$ cat config.mk
export PLATFORM = sky130hd
export DESIGN_NAME = dwt_feature_framer
export DESIGN_NICKNAME = d
export VERILOG_FILES = /design/src/rtl/dwt_feature_framer.sv
export SDC_FILE = /design/constraint.sdc
export NUM_CORES = 1
export LEC_CHECK = 0
export CORE_MARGIN = 4
export CORE_UTILIZATION = 55
export DETAILED_ROUTE_END_ITERATION = 8
export PLACE_DENSITY = 0.79
export SYNTH_ARGS = -nofsm -noshare
export SYNTH_HDL_FRONTEND = slang
export SYNTH_SLANG_ARGS = --single-unit
$ cat constraint.sdc
create_clock -name clk -period 6.8 [get_ports clk]
set_input_delay 1.02 -clock clk [delete_from_list [all_inputs] [get_ports clk]]
set_output_delay 1.02 -clock clk [all_outputs]
set_load 0.01 [all_outputs]
$ cat src/rtl/dwt_feature_framer.sv
// Per-level absolute-sum energy framer for the D1..D4 DWT coefficient streams.
// Each window of WIN_LEN D1 samples closes into four features, sent serially over valid/ready.
module dwt_feature_framer #(
  parameter int unsigned WIN_LEN = 256,
  parameter int unsigned ACC_W   = 24
) (
  input  logic                clk,
  input  logic                reset,
  input  logic                clk_enable,
  input  logic [3:0]          d_valid,
  input  logic signed [15:0]  D1,
  input  logic signed [15:0]  D2,
  input  logic signed [15:0]  D3,
  input  logic signed [15:0]  D4,
  output logic [ACC_W-1:0]    feat_data,
  output logic [1:0]          feat_level,
  output logic                feat_valid,
  input  logic                feat_ready,
  output logic                feat_last,
  output logic                overrun
);

  localparam int unsigned CNT_W = (WIN_LEN > 1) ? $clog2(WIN_LEN) : 1;

  typedef enum logic {IDLE, EMIT} state_t;

  state_t              state;
  logic [CNT_W-1:0]    win_cnt;
  logic [ACC_W-1:0]    acc     [4];
  logic [ACC_W-1:0]    snap    [4];
  logic [ACC_W-1:0]    acc_nxt [4];
  logic [ACC_W:0]      sum     [4];
  logic [15:0]         mag     [4];
  logic signed [15:0]  din     [4];
  logic                close;

  assign din[0] = D1;
  assign din[1] = D2;
  assign din[2] = D3;
  assign din[3] = D4;

  assign close = clk_enable && d_valid[0] && (win_cnt == CNT_W'(WIN_LEN - 1));

  // Next accumulator value includes this cycle's sample, so the snapshot taken
  // at close already contains the closing D1 and any coincident D2..D4 samples.
  always_comb begin
    for (int unsigned k = 0; k < 4; k++) begin
      if (din[k] == 16'sh8000)
        mag[k] = 16'h7fff;
      else if (din[k][15])
        mag[k] = 16'(-din[k]);
      else
        mag[k] = 16'(din[k]);
      sum[k]     = {1'b0, acc[k]} + (ACC_W + 1)'(mag[k]);
      acc_nxt[k] = acc[k];
      if (clk_enable && d_valid[k])
        acc_nxt[k] = sum[k][ACC_W] ? '1 : sum[k][ACC_W-1:0];
    end
  end

  always_ff @(posedge clk or posedge reset) begin
    if (reset) begin
      state      <= IDLE;
      win_cnt    <= '0;
      feat_data  <= '0;
      feat_level <= '0;
      feat_valid <= 1'b0;
      feat_last  <= 1'b0;
      overrun    <= 1'b0;
      for (int unsigned k = 0; k < 4; k++) begin
        acc[k]  <= '0;
        snap[k] <= '0;
      end
    end else begin
      if (clk_enable && d_valid[0])
        win_cnt <= close ? '0 : win_cnt + 1'b1;

      for (int unsigned k = 0; k < 4; k++)
        acc[k] <= close ? '0 : acc_nxt[k];

      case (state)
        IDLE: begin
          if (close) begin
            for (int unsigned k = 0; k < 4; k++)
              snap[k] <= acc_nxt[k];
            state      <= EMIT;
            feat_valid <= 1'b1;
            feat_data  <= acc_nxt[0];
            feat_level <= 2'd0;
            feat_last  <= 1'b0;
          end
        end
        EMIT: begin
          if (close)
            overrun <= 1'b1;
          if (feat_ready) begin
            if (feat_level == 2'd3) begin
              state      <= IDLE;
              feat_valid <= 1'b0;
              feat_last  <= 1'b0;
            end else begin
              feat_data  <= snap[feat_level + 2'd1];
              feat_level <= feat_level + 2'd1;
              feat_last  <= (feat_level == 2'd2);
            end
          end
        end
        default: state <= IDLE;
      endcase
    end
  end

endmodule

After elaboration in Yosys (flattened, before gate mapping)

Cells that the tools add are included.

$add $sub $neg: 10
Magnitude comparators: 1
Eq/ne operators: 11
Mux-type cells: 44
Bitwise logic cells: 2
Reductions and logical operators: 10

Operators with widths:

| cell                                          | number |
|---|---|
| 2-to-1 mux 24 bit                             | 17 |
| 2-to-1 mux 16 bit                             | 8 |
| adder 24 x 16 -> 25 bit                       | 4 |
| equality test 16 bit, second input constant   | 4 |
| negator 16 bit                                | 4 |
| binary-select mux 24 bit (select 2 bit)       | 1 |
| case mux 24 bit (2 select lines)              | 1 |
| 2-to-1 mux 1 bit                              | 9 |
| adder 8 x 1 -> 8 bit, second input constant   | 1 |
| equality test 8 bit, second input constant    | 1 |
| 2-to-1 mux 8 bit                              | 1 |
| 2-to-1 mux 2 bit                              | 3 |
| != test 2 bit, second input constant          | 3 |
| case mux 1 bit (2 select lines)               | 3 |
| AND reduction 2 bit                           | 3 |
| AND reduction 3 bit                           | 2 |
| logical AND 1 bit                             | 5 |
| equality test 2 bit, second input constant    | 2 |
| case mux 2 bit (2 select lines)               | 1 |
| >= comparator 3 bit, second input constant    | 1 |
| inverter 2 -> 3 bit                           | 1 |
| adder 2 x 1 -> 2 bit, second input constant   | 1 |
| != test 2 x 1 -> 1 bit, second input constant | 1 |
| inverter 1 bit                                | 1 |

Flip-flop bits (word level): 230
Input port bits: 72
Output and inout port bits: 29
Word-level logic and storage cells: 93

Longest topological paths before layout

Word-level depth: 8
Mapped depth: 19
Mapped depth without buffers: 18

Worst setup path after synthesis

OpenSTA, ideal clock, no wires.

Path type: input to register
Start: input D3[0]
End: register snap[39] in the netlist's numbering
Setup time: 0.133 ns
Arrival time: 4.279 ns
Required time: 6.667 ns
Setup slack: 2.387 ns
Cell stages on the path: 17
Buffers on the path: 1
Cell sequence: inv_1 > ha_1 > nand2b_1 > or4_1 > nor2_1 > nand2_1 > or2_2 > clkbuf_1 > nand2_1 > ha_1 > a21o_1 > a31o_2 > o2111ai_2 > a211oi_1 > or4_1 > a21oi_1 > o31ai_1

Cells in the longest elaborated chain, start to end: 6
Elaborated cells on any way between the ends: 7
Those cells by class: 2 x add/sub; 1 x eq/ne; 4 x mux

RTL lines:

| item                           | RTL line | RTL |
|---|---|---|
| start: declaration             | 13       | `input logic signed [15:0] D3,` |
| negator 16 bit                 | 51       | `mag[k] = 16'(-din[k]);` |
| 2-to-1 mux 16 bit              | 50       | `else if (din[k][15])` |
| 2-to-1 mux 16 bit (*)          | 48       | `if (din[k] == 16'sh8000)` |
| adder 24 x 16 -> 25 bit (*)    | 54       | `sum[k] = {1'b0, acc[k]} + (ACC_W + 1)'(mag[k]);` |
| 2-to-1 mux 24 bit (*)          | 57       | `acc_nxt[k] = sum[k][ACC_W] ? '1 : sum[k][ACC_W-1:0];` |
| 2-to-1 mux 24 bit (*)          | 56       | `if (clk_enable && d_valid[k])` |
| end signal: indexed assignment | 85       | `snap[k] <= acc_nxt[k];` |
| end: declaration               | 30       | `logic [ACC_W-1:0] snap [4];` |

Every way passes the cells marked *; elsewhere a longest branch is shown, timed or not.
A chain may end at the register's enable or synchronous reset.

Worst setup path in the final report

Start: input D3[0]
End: register acc[37] in the netlist's numbering

Cells in the longest elaborated chain, start to end: 7
Elaborated cells on any way between the ends: 8
Those cells by class: 2 x add/sub; 1 x eq/ne; 5 x mux

RTL lines:

| item                           | RTL line | RTL |
|---|---|---|
| negator 16 bit                 | 51       |  |
| 2-to-1 mux 16 bit              | 50       |  |
| 2-to-1 mux 16 bit (*)          | 48       |  |
| adder 24 x 16 -> 25 bit (*)    | 54       |  |
| 2-to-1 mux 24 bit (*)          | 57       |  |
| 2-to-1 mux 24 bit (*)          | 56       |  |
| 2-to-1 mux 24 bit (*)          | 79       | `acc[k] <= close ? '0 : acc_nxt[k];` |
| end signal: indexed assignment | 79       |  |
| end: declaration               | 29       | `logic [ACC_W-1:0] acc [4];` |

Marked as above.

==> parameters.txt <==
Parameter                              Value

Synth
  Most used flip-flop cell after synthesis ... sky130_fd_sc_hd__dfrtp_1
  Number of synthesized register bits ... 230
  Yosys synthesis warning count ... 0
  Mean area per synthesized cell ... 8.78 um2
  Post-Syn Area ... 0.0151 mm2
  Number of synthesized flops with an enable pin ... 0
  Seq/Total Area, Yosys ... 0.381
  Netlist cell types ... 85
  Synthesized instance count ... 1722
  Post-synth net total ... 1877
  Share of synthesized registers carrying an async set or reset ... 1.00

Critical path
  Total buffers and inverters traversed by the critical path ... 2
  Critical setup path kind ... input pin to register
  Critical-path top delay cell ... sky130_fd_sc_hd__nor4b_1
  Reg2Reg Capture Point ... feat_data[16]$_DFFE_PP0P_
  CP Data Arrival Time ... 5660 ps
  R2R Setup Slk ... 3300 ps
  Startpoint type of the worst setup path ... input pin
  CP max FO ... 12
  Crit path cell chain ... clkdlybuf4s50_1 > inv_1 > ha_1 > nand2b_1 > or4_1 > or2_2 > o41ai_1 > xor2_1 > nand2_1 > ha_1 > a21oi_1 > o211ai_1 > a211oi_1 > a211oi_2 > nand2b_1 > nor4b_1 > nor3_1
  Launch point of the worst reg-to-reg path ... win_cnt[0]$_DFFE_PP0P_
  Category of the worst setup path capture point ... register
  CP Data Required Time ... 7170 ps
  Max stage delay on crit path ... 700 ps
  Reg2reg path depth ... 7
  Kind of cell with the highest combined delay on the critical path ... simple AND/OR/NAND/NOR gates

Die
  Ports ... 101
  Starting density of the core ... 0.559
  Height of the die ... 174 um
  Die area ... 0.0302 mm2
  Die extent in x ... 174 um
  Placeable core area ... 0.0270 mm2
  Row Count ... 60

CTS
  Clock tree from TritonCTS ... done
  Number of clock sinks ... 230
  Worst-skew pair later-pin latency ... 530 ps
  Clk pin slew, worst setup/hold paths ... 70 ps
  Max Buffers Root-to-Sink ... 3
  Number of buffers added to fix hold violations after cts ... 0
  CTS Root Buffer Type ... sky130_fd_sc_hd__clkbuf_16
  Depth of the CTS H-tree ... 1
  Num CTS Buffers ... 25
  Cts repair resizes ... 0
  Postcts setup bufs ... 0

STA
  Post-route worst setup slack ... 1510 ps
  Normalized max-slew margin ... 0.244
  RSZ-0062 raised after global routing ... no
  Count of final max-slew check failures ... 0
  Aggregate negative setup slack ... 0 ps
  Minimum period implied by the final worst setup slack ... 5290 ps
  Worst hold slack after final layout ... 481 ps
  Share of the cycle needed by the critical path after routing ... 0.779
  Max Freq ... 189 MHz
  Clk_skew ... 23.3 ps
  Number of failing hold endpoints at the final stage ... 0
  Final setup viols ... 0
  Slew of the pin with the lowest slew margin ... 1130 ps

Power
  Switching power of the nets ... 2.41 mW
  Clock Power Share ... 0.228
  Post-route total power ... 5.89 mW
  Proportion of power drawn by combinational gates ... 0.460
  Largest vdd supply drop ... 0.188 mV
  Areal power density over the cells ... 344 mW/mm2
  Leakage power ... 7.48 nW
  Sw Share ... 0.410
  Part of the total power dissipated in sequential elements ... 0.311
  Internal ... 3.48 mW

Detailed routing
  Number of DRC violations after detailed routing ... 0
  Router iterations before antenna repair ... 5
  Vias post-DR ... 13700
  WL final ... 42500 um
  Remaining number of nets flagged by the antenna check after routing ... 0
  Violation count after the first detailed-routing iteration ... 1274
  Drt wl/cell ... 19.8 um
  Mean number of vias per cell ... 6.39

Finish
  Final core occ ... 0.634
  Register area ... 0.00576 mm2
  Fraction of layout instances using a drive strength above 1 ... 0.0644
  Antenna diodes ... 0
  Fillcell total ... 2242
  Final Net Count ... 1941
  Design area ... 0.0171 mm2
  Relative area change from synthesis to final layout ... 13.5%
  Layout Cells excl Fill ... 2142
  Combined area of the multi-input logic cells ... 0.00886 mm2

Worst hold path
  Hold path depth ... 1
  Worst Min Path Start ... overrun$_DFFE_PP0P_
  Kind of path behind the tightest hold check ... register to register
  Endpoint, Worst Hold ... overrun$_DFFE_PP0P_

GRT
  Wire length of the first global-routing pass ... 68300 um
  Total congestion overflow after global routing ... 0
  Initial antenna violation count ... 0
  Overall track demand over capacity in global routing ... 0.274
  Vias in the first global route ... 13000
  Largest net degree at the start of global routing ... 127

Placement
  Placed instance area ... 0.0164 mm2
  Cell Count Post-Placement ... 2100
  Total half-perimeter wirelength after legalization and detailed placement ... 30800 um
  Worst Setup Slack post-DPL ... 1050 ps
  Placer Congestion ... 0.950
  Port buffer count ... 100

Flow run
  Count of max-cap constraint violations ... 0

Status
  Run status ... finished clean
==> power groups by stage <==
stage,Combinational (mW),Sequential (mW),Clock [mW]
after floorplan,2.08,1.77,0
after global placement,2.60,1.84,0
after detailed placement,2.66,1.85,0
after CTS,2.68,1.83,1.35
after global routing,3.02,1.86,1.41
final,2.71,1.83,1.35
==> cell usage after synthesis (14+ instances only) <==
library cell	count	area (um2)
sky130_fd_sc_hd__nand2_1	250	938
sky130_fd_sc_hd__a21o_1	21	158
sky130_fd_sc_hd__nor3_1	38	190
sky130_fd_sc_hd__buf_2	14	70.1
sky130_fd_sc_hd__inv_1	45	169
sky130_fd_sc_hd__mux4_2	24	541
sky130_fd_sc_hd__dfrtp_1	230	5760
sky130_fd_sc_hd__xor2_1	55	482
sky130_fd_sc_hd__nor2b_1	18	113
sky130_fd_sc_hd__xnor2_1	42	368
sky130_fd_sc_hd__o31ai_1	30	225
sky130_fd_sc_hd__o22ai_1	40	250
sky130_fd_sc_hd__a31oi_1	17	106
sky130_fd_sc_hd__mux2i_1	21	210
sky130_fd_sc_hd__o21ai_1	17	85.1
sky130_fd_sc_hd__o21a_1	16	120
sky130_fd_sc_hd__clkbuf_1	57	214
sky130_fd_sc_hd__a21oi_1	110	551
sky130_fd_sc_hd__nand3_1	43	215
sky130_fd_sc_hd__o21ai_0	115	576
sky130_fd_sc_hd__nand3b_1	20	150
sky130_fd_sc_hd__and3_1	19	119
sky130_fd_sc_hd__nor2_1	186	698
sky130_fd_sc_hd__ha_1	79	988
==> area by class of cell <==
| class | instances | share of cell area |
|---|---|---|
| repair buffers | 116 | 0.0661 |
| clock buffers | 32 | 0.0398 |
| flip-flops and latches | 230 | 0.336 |
| multi-input cells | 1368 | 0.517 |
| well taps | 341 | 0.0249 |
| inverters | 45 | 0.0101 |
| clock inverters | 10 | 0.00642 |
==> layer usage <==
metal | track usage | vias up | wire (um)
met5 | 0 | - | 0
met4 | 0.0858 | 0 | 1500
met3 | 0.0340 | 94 | 2770
met2 | 0.462 | 519 | 20500
met1 | 0.372 | 6706 | 17700
li1 | - | 6367 | -
==> cell families after synthesis <==
family | after synthesis | share of synthesized area
and+or+nand+nor | 668 | 0.204
xor gates and xnor gates | 97 | 0.0562
buffers and inverters | 124 | 0.0330
adders and majority gates | 83 | 0.0707
muxes | 53 | 0.0556
DFF | 230 | 0.381
AOI/OAI and AO/OA | 467 | 0.199
==> cells in the final DEF (no fill, tap or decap), drive strengths merged, types with 24 or more instances in the layout <==
cell / n
dfrtp: 230
nand3: 43
o31ai: 32
nand2: 250
nor3: 40
xnor2: 42
mux4: 24
a21oi: 112
nor2: 186
o22ai: 41
o21ai: 132
xor2: 55
ha: 79
inv: 45
clkdlybuf4s50: 100
clkbuf: 32
==> state kept, by name (all words and copies together) (netlist names) <==
signal,flops
acc,96
feat_data,24
feat_last,1
feat_level,2
feat_valid,1
overrun,1
snap,96
state,1
win_cnt,8
==> worst reg2reg max path, cell delays in order, from the launching register on <==
cell                       delay [ps]
sky130_fd_sc_hd__dfrtp_1          410
sky130_fd_sc_hd__ha_1             220
sky130_fd_sc_hd__and4_1           260
sky130_fd_sc_hd__and3_2           260
sky130_fd_sc_hd__nand2b_4         780
sky130_fd_sc_hd__nand2_1          880
sky130_fd_sc_hd__o21ai_0          410
sky130_fd_sc_hd__o21ai_0          120
==> worst max-delay path by stage <==
| stage | startpoint | end | slack (ps) | depth (start not counted) |
|---|---|---|---|---|
| floorplan | D3[0] | snap[39]$_DFFE_PP0P_ | 2390 | 17 |
| global placement | D3[0] | snap[37]$_DFFE_PP0P_ | 1250 | 17 |
| detailed placement | D4[7] | snap[12]$_DFFE_PP0P_ | 1050 | 15 |
| CTS | D3[0] | acc[37]$_DFF_PP0_ | 1570 | 17 |
| global route | D2[0] | snap[59]$_DFFE_PP0P_ | 1140 | 19 |
| finish | D3[0] | acc[37]$_DFF_PP0_ | 1510 | 17 |
Power figures use the tool's default switching activity.
==> patch 1: new RTL, config.mk and constraints unchanged <==
Set the parameter `WIN_LEN` to 1024 (it was 256).
--- a/src/rtl/dwt_feature_framer.sv
+++ b/src/rtl/dwt_feature_framer.sv
@@ -1,7 +1,7 @@
 // Per-level absolute-sum energy framer for the D1..D4 DWT coefficient streams.
 // Each window of WIN_LEN D1 samples closes into four features, sent serially over valid/ready.
 module dwt_feature_framer #(
-  parameter int unsigned WIN_LEN = 256,
+  parameter int unsigned WIN_LEN = 1024,
   parameter int unsigned ACC_W   = 24
 ) (
   input  logic                clk,
Check against the original RTL: same outputs for any inputs over 10 cycles, from zero or initial values and one cycle with reset high; that may be too few to reach the edited logic, so the function may still have changed.
==> patch 1 against the unedited design <==
- setup slack improved by 110 ps
- final area fell by 0.59%
- wire length fell by 5.9%
- combinational power fell by 9.6%
- synthesized area fell by 0.86%
- power fell by 2.7%
- sequential cell count rose by 2
- global-route usage fell by 1.5 points
==> patch 1: results (changes against the unedited design) <==
status: "completed"
synth_area_leaders: "dfrtp_1 39%, ha_1 6.6%, nand2_1 6.3%, o21ai_0 5.2%, nor2_1 4.6%"
routed_via_density: 6.20  # -2.9%
reg2reg_to: "snap[80]"
grt_pass1_wl_mm: 64.8  # -5.2%
grt_max_degree: 123  # -3.1%
fill_cells: 2244  # +0.089%
drt_iter0_drc: 1258  # -1.3%
grt_usage: 0.259  # -0.0153
ir_worst_vdd_mv: 0.185  # -1.5%
cts_buffers: 24  # -4.0%
yosys-top-cells-count: "253 x nand2_1, 232 x dfrtp_1, 184 x nor2_1"
antenna_found_initial: 1  # +1
p_comb_mw: 2.45  # -9.6%
hold_ws_ps: 453  # -28.5 ps
routed_wirelength_mm: 40.0  # -5.9%
grt_pass1_vias: 12416  # -4.6%
timing.rr.start: "state"
worst_slew_pin_slew_ps: 1010  # -120 ps
p_leak_nw: 7.35  # -1.7%
worst_r2r_path_depth: 4  # -3
crit_path_max_fanout: 18  # +6
crit_arrival_ps: 5610  # -50 ps
clockRootBuffer: "clkbuf_16"
crit_path_max_incr_delay_ps: 480  # -220 ps
p_int_mw: 3.51  # +0.90%
largestRegisters: "acc x96, snap x96, feat_data x24"
min_to: "overrun"
gp_congestion: 0.928  # -2.3%
synth_cell_types: 76  # -11%
dp_hpwl_mm: 29.4  # -4.7%
drive_above_1_share: 0.0617  # -0.00271
nets: 1920  # -1.1%
finClkSkew_ps: 15.1  # -8.22 ps
seq_area_frac_synth: 0.388  # +0.00665
-- patch 1: worst max path at each step --
stage,endpoint,start,cells after the start
final,acc[78],D1[0],18
after global routing,snap[39],D3[3],17
after CTS,acc[78],D1[0],18
after detailed placement,acc[78],D1[0],18
after global placement,feat_data[20],D1[0],18
after floorplan,snap[90],D1[0],17
-- patch 1: cell type report --
cell class | count | share of cell area
clock buffer | 31 | 0.0386
clock inverter | 13 | 0.0119
inverter | 32 | 0.00727
multi-input combinational | 1366 | 0.513
sequential | 232 | 0.341
tap | 341 | 0.0250
timing repair buffer | 109 | 0.0634
-- patch 1: cells by family (layout without fill, tap and decap cells) --
logic type                 count (synthesis)  after routing  synth area share
and+or+nand+nor                          660            660             0.201
AOI/OAI and AO/OA                        476            476             0.199
DFF                                      232            232             0.388
buffers and inverters                    111            185            0.0297
xor gates and xnor gates                  91             91            0.0532
adders and majority gates                 83             83            0.0713
muxes                                     56             56            0.0584
-- patch 1: routing by layer --
| metal | GRT usage | vias up | wire (um) |
|---|---|---|---|
| li1 | - | 6257 | - |
| met3 | 0.0369 | 85 | 2530 |
| met4 | 0.0738 | 2 | 1240 |
| met2 | 0.430 | 439 | 18800 |
| met1 | 0.358 | 6393 | 17400 |
| met5 | 0 | - | 11 |
-- patch 1: stage by stage --
step / utilization / power (mW) / instances / setup slack, ps / area (um^2)
2_1_floorplan: - / 3.67 / 1709 / 2220 / 15000
3_3_place_gp: 0.602 / 4.20 / 2080 / 1290 / 16200
3_5_place_dp: 0.602 / 4.25 / 2080 / 1120 / 16200
4_1_cts: 0.634 / 5.70 / 2124 / 1640 / 17000
5_1_grt: 0.634 / 6.11 / 2124 / 1290 / 17000
6_report: 0.634 / 5.73 / 2124 / 1610 / 17000
==> patch 2: new RTL, same flow settings <==
Without the edit above. Register the output `feat_level` once more, without a reset; this adds one clock of latency there. The other outputs are not delayed to match.
--- a/src/rtl/dwt_feature_framer.sv
+++ b/src/rtl/dwt_feature_framer.sv
@@ -23,6 +23,8 @@
   localparam int unsigned CNT_W = (WIN_LEN > 1) ? $clog2(WIN_LEN) : 1;
 
   typedef enum logic {IDLE, EMIT} state_t;
+
+  logic [1:0] feat_level_s0;
 
   state_t              state;
   logic [CNT_W-1:0]    win_cnt;
@@ -63,7 +65,7 @@
       state      <= IDLE;
       win_cnt    <= '0;
       feat_data  <= '0;
-      feat_level <= '0;
+      feat_level_s0 <= '0;
       feat_valid <= 1'b0;
       feat_last  <= 1'b0;
       overrun    <= 1'b0;
@@ -86,7 +88,7 @@
             state      <= EMIT;
             feat_valid <= 1'b1;
             feat_data  <= acc_nxt[0];
-            feat_level <= 2'd0;
+            feat_level_s0 <= 2'd0;
             feat_last  <= 1'b0;
           end
         end
@@ -94,14 +96,14 @@
           if (close)
             overrun <= 1'b1;
           if (feat_ready) begin
-            if (feat_level == 2'd3) begin
+            if (feat_level_s0 == 2'd3) begin
               state      <= IDLE;
               feat_valid <= 1'b0;
               feat_last  <= 1'b0;
             end else begin
-              feat_data  <= snap[feat_level + 2'd1];
-              feat_level <= feat_level + 2'd1;
-              feat_last  <= (feat_level == 2'd2);
+              feat_data  <= snap[feat_level_s0 + 2'd1];
+              feat_level_s0 <= feat_level_s0 + 2'd1;
+              feat_last  <= (feat_level_s0 == 2'd2);
             end
           end
         end
@@ -110,5 +112,9 @@
     end
   end
 
+  always_ff @(posedge clk) begin
+    feat_level <= feat_level_s0;
+  end
+
 endmodule
 
Formal check against the unedited RTL: no difference found for any inputs over 10 cycles, from zero or initial values and one cycle with reset high; that may be too few to reach the edited logic, so the function may still have changed.
==> patch 2 against the unedited design <==
- non-clock buffer count is 3 lower
- synthesized area shrank 2.9%
- final area shrank 2.7%
- via count shrank 6.3%
- wire length is 8.8% lower
- synthesized cell count is 3.8% lower
- clock skew fell by 1.8 ps
- sequential cell count grew 2
- die area decreased by 2.8%
- setup slack got worse by 190 ps
- first-iteration DRC count fell by 5.0%
- power shrank 3.8%
- highest routed layer is now met5
==> patch 2: results (changes against the unedited design) <==
p_leak_nw: 7.40  # -1.0%
crit_path_max_fanout: 16  # +4
drive_above_1_share: 0.0674  # +0.00303
dr_wl_met3_mm: 2.73  # -1.5%
fmax_mhz: 182  # -3.5%
drt_iter0_drc: 1210  # -5.0%
grt_pass1_wl_mm: 62.9  # -8.0%
async_flop_share: 0.991  # -0.00862
grt_util_met2: 0.433  # -0.0287
top_layer_used: "met5"
muxShareOfSynthArea: 0.0562  # +0.000552
dr_wl_met2_mm: 18.3  # -11%
synthXorXnorAreaFrac: 0.0615  # +0.00526
crit_arrival_ps: 5920  # +260 ps
worst_slew_pin_slew_ps: 1130  # -0.447 ps
dp_hpwl_mm: 28.1  # -9.0%
finClkSkew_ps: 21.5  # -1.80 ps
m1WireLength_mm: 16.4  # -7.2%
crit_family: "compound AO/OA/AOI/OAI gates"
seq_area_frac_synth: 0.395  # +0.0141
met1_usage: 0.362  # -0.00993
syn_avg_cell_area_um2: 8.86  # +0.91%
hold_ws_ps: 451  # -30.0 ps
synth_area_leaders: "dfrtp_1 39%, ha_1 6.7%, nand2_1 6.0%, o21ai_0 4.9%, nor2_1 4.9%"
grt_usage: 0.261  # -0.0129
pwr-share-comb: 0.440  # -0.020
grt_max_degree: 125  # -1.6%
power_mw: 5.66  # -3.8%
ir_worst_vdd_mv: 0.185  # -1.7%
switchingPower_mw: 2.20  # -8.8%
nets: 1875  # -3.4%
r2r_slack_ps: 3430  # +130 ps
routed_wirelength_mm: 38.8  # -8.8%
place_ws_ps: 889  # -163 ps
synthAdderAreaFrac: 0.0728  # +0.00211
setup_viol: 0  # unchanged
routed_via_density: 6.19  # -3.0%
synth_cell_types: 91  # +7.1%
status: "completed"
dp.cells: 2028  # -3.4%
cpMaxStageDelayCell: "o21ai_2"
synth_compound_area_frac: 0.188  # -0.0110
crit_path_max_incr_delay_ps: 660  # -40 ps
synth_nets: 1812  # -3.5%
==> patch 2: changes by cell type after synthesis, moves of 8 or more <==
| cell | change |
|---|---|
| a21oi_1 | -20 |
| or3_1 | +8 |
| nand3b_1 | -16 |
| nand2_1 | -14 |
| nor3_1 | -18 |
| o21ai_1 | -14 |
| nand3_1 | -9 |
| o21ai_0 | +30 |
| o22ai_1 | +13 |
==> patch 2: cell type report <==
cell class / instances / area (um^2)
Timing Repair Buffer: 113 / 1110
Sequential cell: 232 / 5800
Inverter: 45 / 173
Multi-Input combinational cell: 1303 / 8380
Clock inverter: 8 / 111
Clock buffer: 34 / 689
Tap cell: 335 / 419
Fill cell: 2170 / 9450
==> patch 2: worst paths after layout <==
check	start	end	cells after the start
max in group asynchronous	reset	acc[86]	3
setup / recovery	D2[3]	snap[51]	17
min in group asynchronous	reset	snap[2]	2
hold reg to reg	feat_level_s0[1]	feat_level[1]	0
hold / removal	feat_level_s0[1]	feat_level[1]	0
setup reg to reg	acc[48]	snap[51]	11
